## src/rtl/stopwatch_pkg.sv

```systemverilog
// Shared types, digit limits and run/lap state encodings for the SS.hh stopwatch.
package stopwatch_pkg;

  typedef logic [3:0] bcd_t;

  localparam int NUM_DIGITS = 4;

  // Index 0 is hundredths, index 3 is tens of seconds.
  localparam bcd_t DIGIT_LIMIT [NUM_DIGITS] = '{4'd9, 4'd9, 4'd9, 4'd5};

  // Encoding is {running, lap_hold} so the outputs are the state bits directly.
  typedef enum logic [1:0] {
    STOP     = 2'b00,
    STOP_LAP = 2'b01,
    RUN      = 2'b10,
    RUN_LAP  = 2'b11
  } sw_state_t;

  // Value of a decade after one edge; anything at or above the limit folds to 0.
  function automatic bcd_t bcd_step(bcd_t q, bcd_t limit, logic inc);
    if (!inc) return q;
    return (q >= limit) ? 4'd0 : q + 4'd1;
  endfunction

endpackage

```

## src/rtl/bcd_digit_counter.sv

```systemverilog
// One decade of the stopwatch: counts 0..LIMIT and carries out on rollover.
module bcd_digit_counter
  import stopwatch_pkg::*;
#(
  parameter bcd_t LIMIT = 4'd9
) (
  input  logic clk,
  input  logic reset,
  input  logic clr,
  input  logic inc,
  output bcd_t q,
  output logic carry_out
);

  always_ff @(posedge clk) begin
    if (reset || clr) begin
      q <= '0;
    end else begin
      q <= bcd_step(q, LIMIT, inc);
    end
  end

  assign carry_out = inc & (q == LIMIT);

endmodule

```

## src/rtl/stopwatch_bcd_counter.sv

```systemverilog
// 00.00..59.99 stopwatch: prescaler, run/lap FSM, four chained decades and a lap latch.
module stopwatch_bcd_counter
  import stopwatch_pkg::*;
#(
  parameter int CLK_HZ  = 50_000_000,
  parameter int TICK_HZ = 100
) (
  input  logic       clk,
  input  logic       reset,
  input  logic       start_stop,
  input  logic       clear,
  input  logic       lap,
  output logic [3:0] bcd0,
  output logic [3:0] bcd1,
  output logic [3:0] bcd2,
  output logic [3:0] bcd3,
  output logic       running,
  output logic       lap_hold,
  output logic       tick,
  output logic       wrap
);

  localparam int DIV   = CLK_HZ / TICK_HZ;
  localparam int PRE_W = $clog2(DIV);
  localparam logic [PRE_W-1:0] PRE_LAST = PRE_W'(DIV - 1);

  sw_state_t                   state;
  logic [PRE_W-1:0]            pre;
  logic [NUM_DIGITS:0]         carry;
  bcd_t [NUM_DIGITS-1:0]       live;
  bcd_t [NUM_DIGITS-1:0]       live_next;
  bcd_t [NUM_DIGITS-1:0]       latch;
  bcd_t [NUM_DIGITS-1:0]       shown;

  assign running = state[1];
  assign lap_hold = state[0];

  // start_stop still toggles under clear; clear only forces the lap bit low.
  always_ff @(posedge clk) begin
    if (reset) begin
      state <= STOP;
    end else begin
      state <= sw_state_t'({state[1] ^ start_stop, ~clear & (state[0] ^ lap)});
    end
  end

  // Held while stopped so a resumed run continues mid-period.
  always_ff @(posedge clk) begin
    if (reset || clear) begin
      pre <= '0;
    end else if (running) begin
      pre <= (pre == PRE_LAST) ? '0 : pre + PRE_W'(1);
    end
  end

  assign tick     = running & (pre == PRE_LAST);
  assign carry[0] = tick;
  assign wrap     = carry[NUM_DIGITS];

  genvar gi;
  generate
    for (gi = 0; gi < NUM_DIGITS; gi++) begin : g_digit
      bcd_digit_counter #(
        .LIMIT(DIGIT_LIMIT[gi])
      ) u_digit (
        .clk      (clk),
        .reset    (reset),
        .clr      (clear),
        .inc      (carry[gi]),
        .q        (live[gi]),
        .carry_out(carry[gi+1])
      );

      assign live_next[gi] = bcd_step(live[gi], DIGIT_LIMIT[gi], carry[gi]);
      assign shown[gi]     = lap_hold ? latch[gi] : live[gi];
    end
  endgenerate

  // Capture the post-edge value so a tick on the freezing edge is included.
  always_ff @(posedge clk) begin
    if (reset || clear) begin
      latch <= '0;
    end else if (lap && !lap_hold) begin
      latch <= live_next;
    end
  end

  assign bcd0 = shown[0];
  assign bcd1 = shown[1];
  assign bcd2 = shown[2];
  assign bcd3 = shown[3];

endmodule

```

## config.mk

```make
export PLATFORM = sky130hd
export DESIGN_NAME = stopwatch_bcd_counter
export DESIGN_NICKNAME = d
export VERILOG_FILES = /design/src/rtl/stopwatch_pkg.sv /design/src/rtl/bcd_digit_counter.sv /design/src/rtl/stopwatch_bcd_counter.sv
export SDC_FILE = /design/constraint.sdc
export NUM_CORES = 1
export LEC_CHECK = 0
export CAP_MARGIN = 20
export CORE_UTILIZATION = 57
export DETAILED_ROUTE_END_ITERATION = 8
export GPL_ROUTABILITY_DRIVEN = 0
export HOLD_SLACK_MARGIN = 0.02
export PLACE_DENSITY = 0.79
export SLEW_MARGIN = 20
export SYNTH_ARGS = -nofsm -noshare
export SYNTH_HDL_FRONTEND = slang
export SYNTH_SLANG_ARGS = --single-unit
export TNS_END_PERCENT = 20
```

## constraint.sdc

```tcl
create_clock -name clk -period 3.2 [get_ports clk]
set_input_delay 0.64 -clock clk [delete_from_list [all_inputs] [get_ports clk]]
set_output_delay 0.64 -clock clk [all_outputs]
set_load 0.03 [all_outputs]
```

==> flow_results.xml <==
<?xml version="1.0" encoding="UTF-8"?>
<metrics>
  <group name="outcome">
    <metric name="outcome" unit="">finished, violations left</metric>
    <metric name="violations" unit="">design-rule violations</metric>
  </group>
  <group name="route">
    <metric name="detail_route.first_pass.iterations" unit="">6</metric>
    <metric name="wirelength_per_cell" unit="um">13.6</metric>
    <metric name="finalWirelength" unit="um">5330</metric>
    <metric name="vias_per_cell" unit="">5.70</metric>
    <metric name="detailedRoute.firstIterationViolations" unit="">138</metric>
    <metric name="route.vias.total" unit="">2234</metric>
    <metric name="drc_errors" unit="">5</metric>
    <metric name="postRouteAntennaNets" unit="">0</metric>
  </group>
  <group name="critical_path">
    <metric name="timing.critical_path.to_type" unit="">output port</metric>
    <metric name="critical_path.cell_chain" unit="">or4_1, or4_4, nor3_4, nand2_1, nor3_2, buf_4</metric>
    <metric name="worst-path-max-fanout" unit="">6</metric>
    <metric name="critPathRequiredTime" unit="ns">2.56</metric>
    <metric name="crit_path_start_kind" unit="">flop</metric>
    <metric name="worst_path_max_delay_cell" unit="">or4_1</metric>
    <metric name="timing.critical_path.arrival" unit="ns">2.40</metric>
    <metric name="critPathMaxStageDelay" unit="ns">0.53</metric>
    <metric name="critPathKind" unit="">flop to output port</metric>
  </group>
  <group name="synth">
    <metric name="number_of_distinct_library_cells_after_synthesis" unit="">45</metric>
    <metric name="synth_seq_cells" unit="">53</metric>
    <metric name="synth.net_count" unit="">332</metric>
    <metric name="postSynthAreaPerCell" unit="um^2">8.59</metric>
    <metric name="part_of_the_yosys_area_used_for_sequential_elements" unit="">0.395</metric>
    <metric name="synth_area" unit="um^2">2690</metric>
    <metric name="synth_top_cell_area_share" unit="">0.395</metric>
    <metric name="ys_top_cells_by_area" unit="">dfxtp_1 (39%), ha_1 (6.5%), nor2_1 (6.0%), o21ai_0 (4.7%), mux2_2 (4.2%)</metric>
    <metric name="post-synth-top-area-cell" unit="">dfxtp_1</metric>
    <metric name="synth.yosys.warnings" unit="">0</metric>
    <metric name="post_synth_inst_count" unit="">313</metric>
  </group>
  <group name="floorplan">
    <metric name="core_region_area" unit="um^2">4440</metric>
    <metric name="boundaryPins" unit="">25</metric>
    <metric name="die_x" unit="um">70.7</metric>
    <metric name="floorplan.die_area" unit="um^2">4990</metric>
    <metric name="die_h" unit="um">70.7</metric>
    <metric name="rows" unit="">24</metric>
    <metric name="start_util" unit="">0.605</metric>
  </group>
  <group name="sta">
    <metric name="slew_headroom" unit="">0.601</metric>
    <metric name="final.min_clock_period" unit="ns">3.04</metric>
    <metric name="grt_setup_unrepaired" unit="">false</metric>
    <metric name="final-setup-viol-count" unit="">0</metric>
    <metric name="fin_tns_setup" unit="ns">0</metric>
    <metric name="timing.final.hold_violations" unit="">0</metric>
    <metric name="clock-skew-final" unit="ns">0.0141</metric>
    <metric name="slew_viol_final" unit="">0</metric>
    <metric name="final_min_period_over_clock_period" unit="">0.951</metric>
    <metric name="timing_worst_slew_pin_value" unit="ns">0.592</metric>
    <metric name="fmax" unit="MHz">328</metric>
  </group>
  <group name="cells_and_area">
    <metric name="stdcell_area" unit="um^2">3130</metric>
    <metric name="drive_gt1_frac" unit="">0.106</metric>
    <metric name="syn_to_final_growth" unit="%">16.4</metric>
    <metric name="insertedDiodeCount" unit="">0</metric>
    <metric name="final_net_count" unit="">358</metric>
  </group>
  <group name="placement">
    <metric name="port_buffers" unit="">24</metric>
    <metric name="placed_cell_area" unit="um^2">3000</metric>
    <metric name="dp_hpwl" unit="um">3670</metric>
  </group>
  <group name="cts">
    <metric name="numClockSinks" unit="">53</metric>
    <metric name="holdBufCountCts" unit="">0</metric>
    <metric name="clkLatencyLatePin" unit="ns">0.30</metric>
    <metric name="h_tree_depth" unit="">2</metric>
    <metric name="clock-root-buffer" unit="">clkbuf_8</metric>
    <metric name="cts_made_buffers" unit="">5</metric>
    <metric name="cts.clk_slew.worst_paths" unit="ns">0.09</metric>
    <metric name="tritoncts_clock_tree" unit="">done</metric>
    <metric name="clock_tree.buffer_depth" unit="">2</metric>
  </group>
  <group name="power_and_ir_drop">
    <metric name="power.static_leakage" unit="nW">1.13</metric>
    <metric name="p_total" unit="mW">1.21</metric>
    <metric name="max-vdd-ir-drop" unit="V">0.000233</metric>
    <metric name="power_per_standard_cell_area" unit="nW/um^2">385</metric>
  </group>
  <group name="global_route">
    <metric name="grt_start_max_net_pins" unit="">33</metric>
    <metric name="first_global_vias" unit="">2108</metric>
    <metric name="grt_pass1_wl" unit="um">9160</metric>
    <metric name="grt.overflow.total" unit="">0</metric>
    <metric name="antenna_found_initial" unit="">0</metric>
    <metric name="grt_util_all_layers" unit="">0.227</metric>
  </group>
  <group name="min_path">
    <metric name="hp-class" unit="">flop to flop</metric>
  </group>
  <group name="job">
    <metric name="max_cap_viol_count" unit="">0</metric>
  </group>
</metrics>
-- final cells by class --
class	instances	area [um^2]
Tap cell	52	65.1
Clock inverter	1	30.0
Clock buffer	7	86.3
Fill cell	361	1320
Timing Repair Buffer	33	303
Sequential cell	53	1060
Multi-Input combinational cell	229	1520
Inverter	17	63.8
-- stage by stage --
step	setup slack (ns)	hold WS, ns	std cells	util
floorplan	0.0258	0.471	313	-
global placement	0.354	0.485	384	0.675
detailed placement	0.360	0.501	384	0.675
CTS	0.00793	0.529	392	0.701
global route	0.0116	0.555	392	0.704
finish	0.155	0.523	392	0.704
-- final timing paths --
| kind | endpoint | cells past startpoint | start | slack (ns) |
|---|---|---|---|---|
| worst min-delay path | pre[17] | 2 | pre[17] | 0.52 |
| worst max-delay path | wrap | 6 | pre[9] | 0.16 |
| worst min register to register | pre[17] | 2 | pre[17] | 0.52 |
| worst max register to register | latch[13] | 6 | pre[9] | 0.52 |
-- cells by family (layout without fill, tap and decap cells) --
kind of cell,Yosys count,after routing,synth area share
xor+xnor,19,19,0.0619
mux,17,17,0.0680
buf+inv,31,58,0.0461
simple gates,119,119,0.234
fa+ha+maj,14,14,0.0652
flops,53,53,0.395
compound gates,60,60,0.130
-- where the power goes --
part / internal (mW) / switching (mW) / total [mW]
Clock: 0.255 / 0.208 / 0.463
Combinational: 0.0270 / 0.0421 / 0.0691
Sequential: 0.669 / 0.00469 / 0.674
Total: 0.951 / 0.255 / 1.21
-- metal layers --
layer  routed length (um)  global-route usage  share of wire  up-vias
li1                     -                   -              -     1139
met1                 2450               0.275           0.46     1029
met2                 2560               0.403           0.48       59
met3                  270              0.0399          0.051        7
met4                   57              0.0889          0.011        0
met5                    0                   0              0        -
-- cell usage in the layout (no fill, tap or decap), drive strengths merged, types with 8 or more instances in the layout --
cell | netlist | layout
clkdlybuf4s50 | 0 | 22
a21oi | 18 | 18
mux2 | 10 | 10
inv | 17 | 17
nor2 | 43 | 43
nand2 | 22 | 22
o21ai | 25 | 25
ha | 14 | 14
xor2 | 11 | 11
buf | 5 | 11
nand4 | 11 | 11
xnor2 | 8 | 8
dfxtp | 53 | 53
-- Yosys cell counts, drive strengths merged --
cell     instances
o31ai            4
mux2i            7
a21oi           18
or4bb            1
a31oi            3
o21ai           25
o21a             1
nand4b           2
o31a             3
and4             1
and3b            1
nand3b           1
a21boi           2
nor2            43
and2             3
or3b             1
buf              5
nor2b            4
xor2            11
nand2b           2
and3             2
o21bai           1
nor3b            1
or2              2
o41a             1
nor4b            4
nand4           11
or4              2
mux2            10
ha              14
nand2           22
dfxtp           53
nand3            3
xnor2            8
nor4             5
or4b             1
o2bb2ai          2
inv             17
clkbuf           9
nor3             7
-- timing repair --
action                                 CTS  global route
endpoints found under the hold margin    0             0
buffers inserted                         0             0
gates resized for setup                  0             2
setup endpoints to repair                0             1
-- critical path, delay by kind of cell (launching register included) --
kind / cells / cell delay [ns]
buffers and inverters: 1 / 0.18
DFF: 1 / 0.37
and+or+nand+nor: 5 / 1.54
-- registers in the layout (all words and copies together) (netlist names) --
register	flops
pre	19
g_digit.u_digit.q	16
latch	16
state	2
No activity file was read; power rests on OpenSTA's default activity.
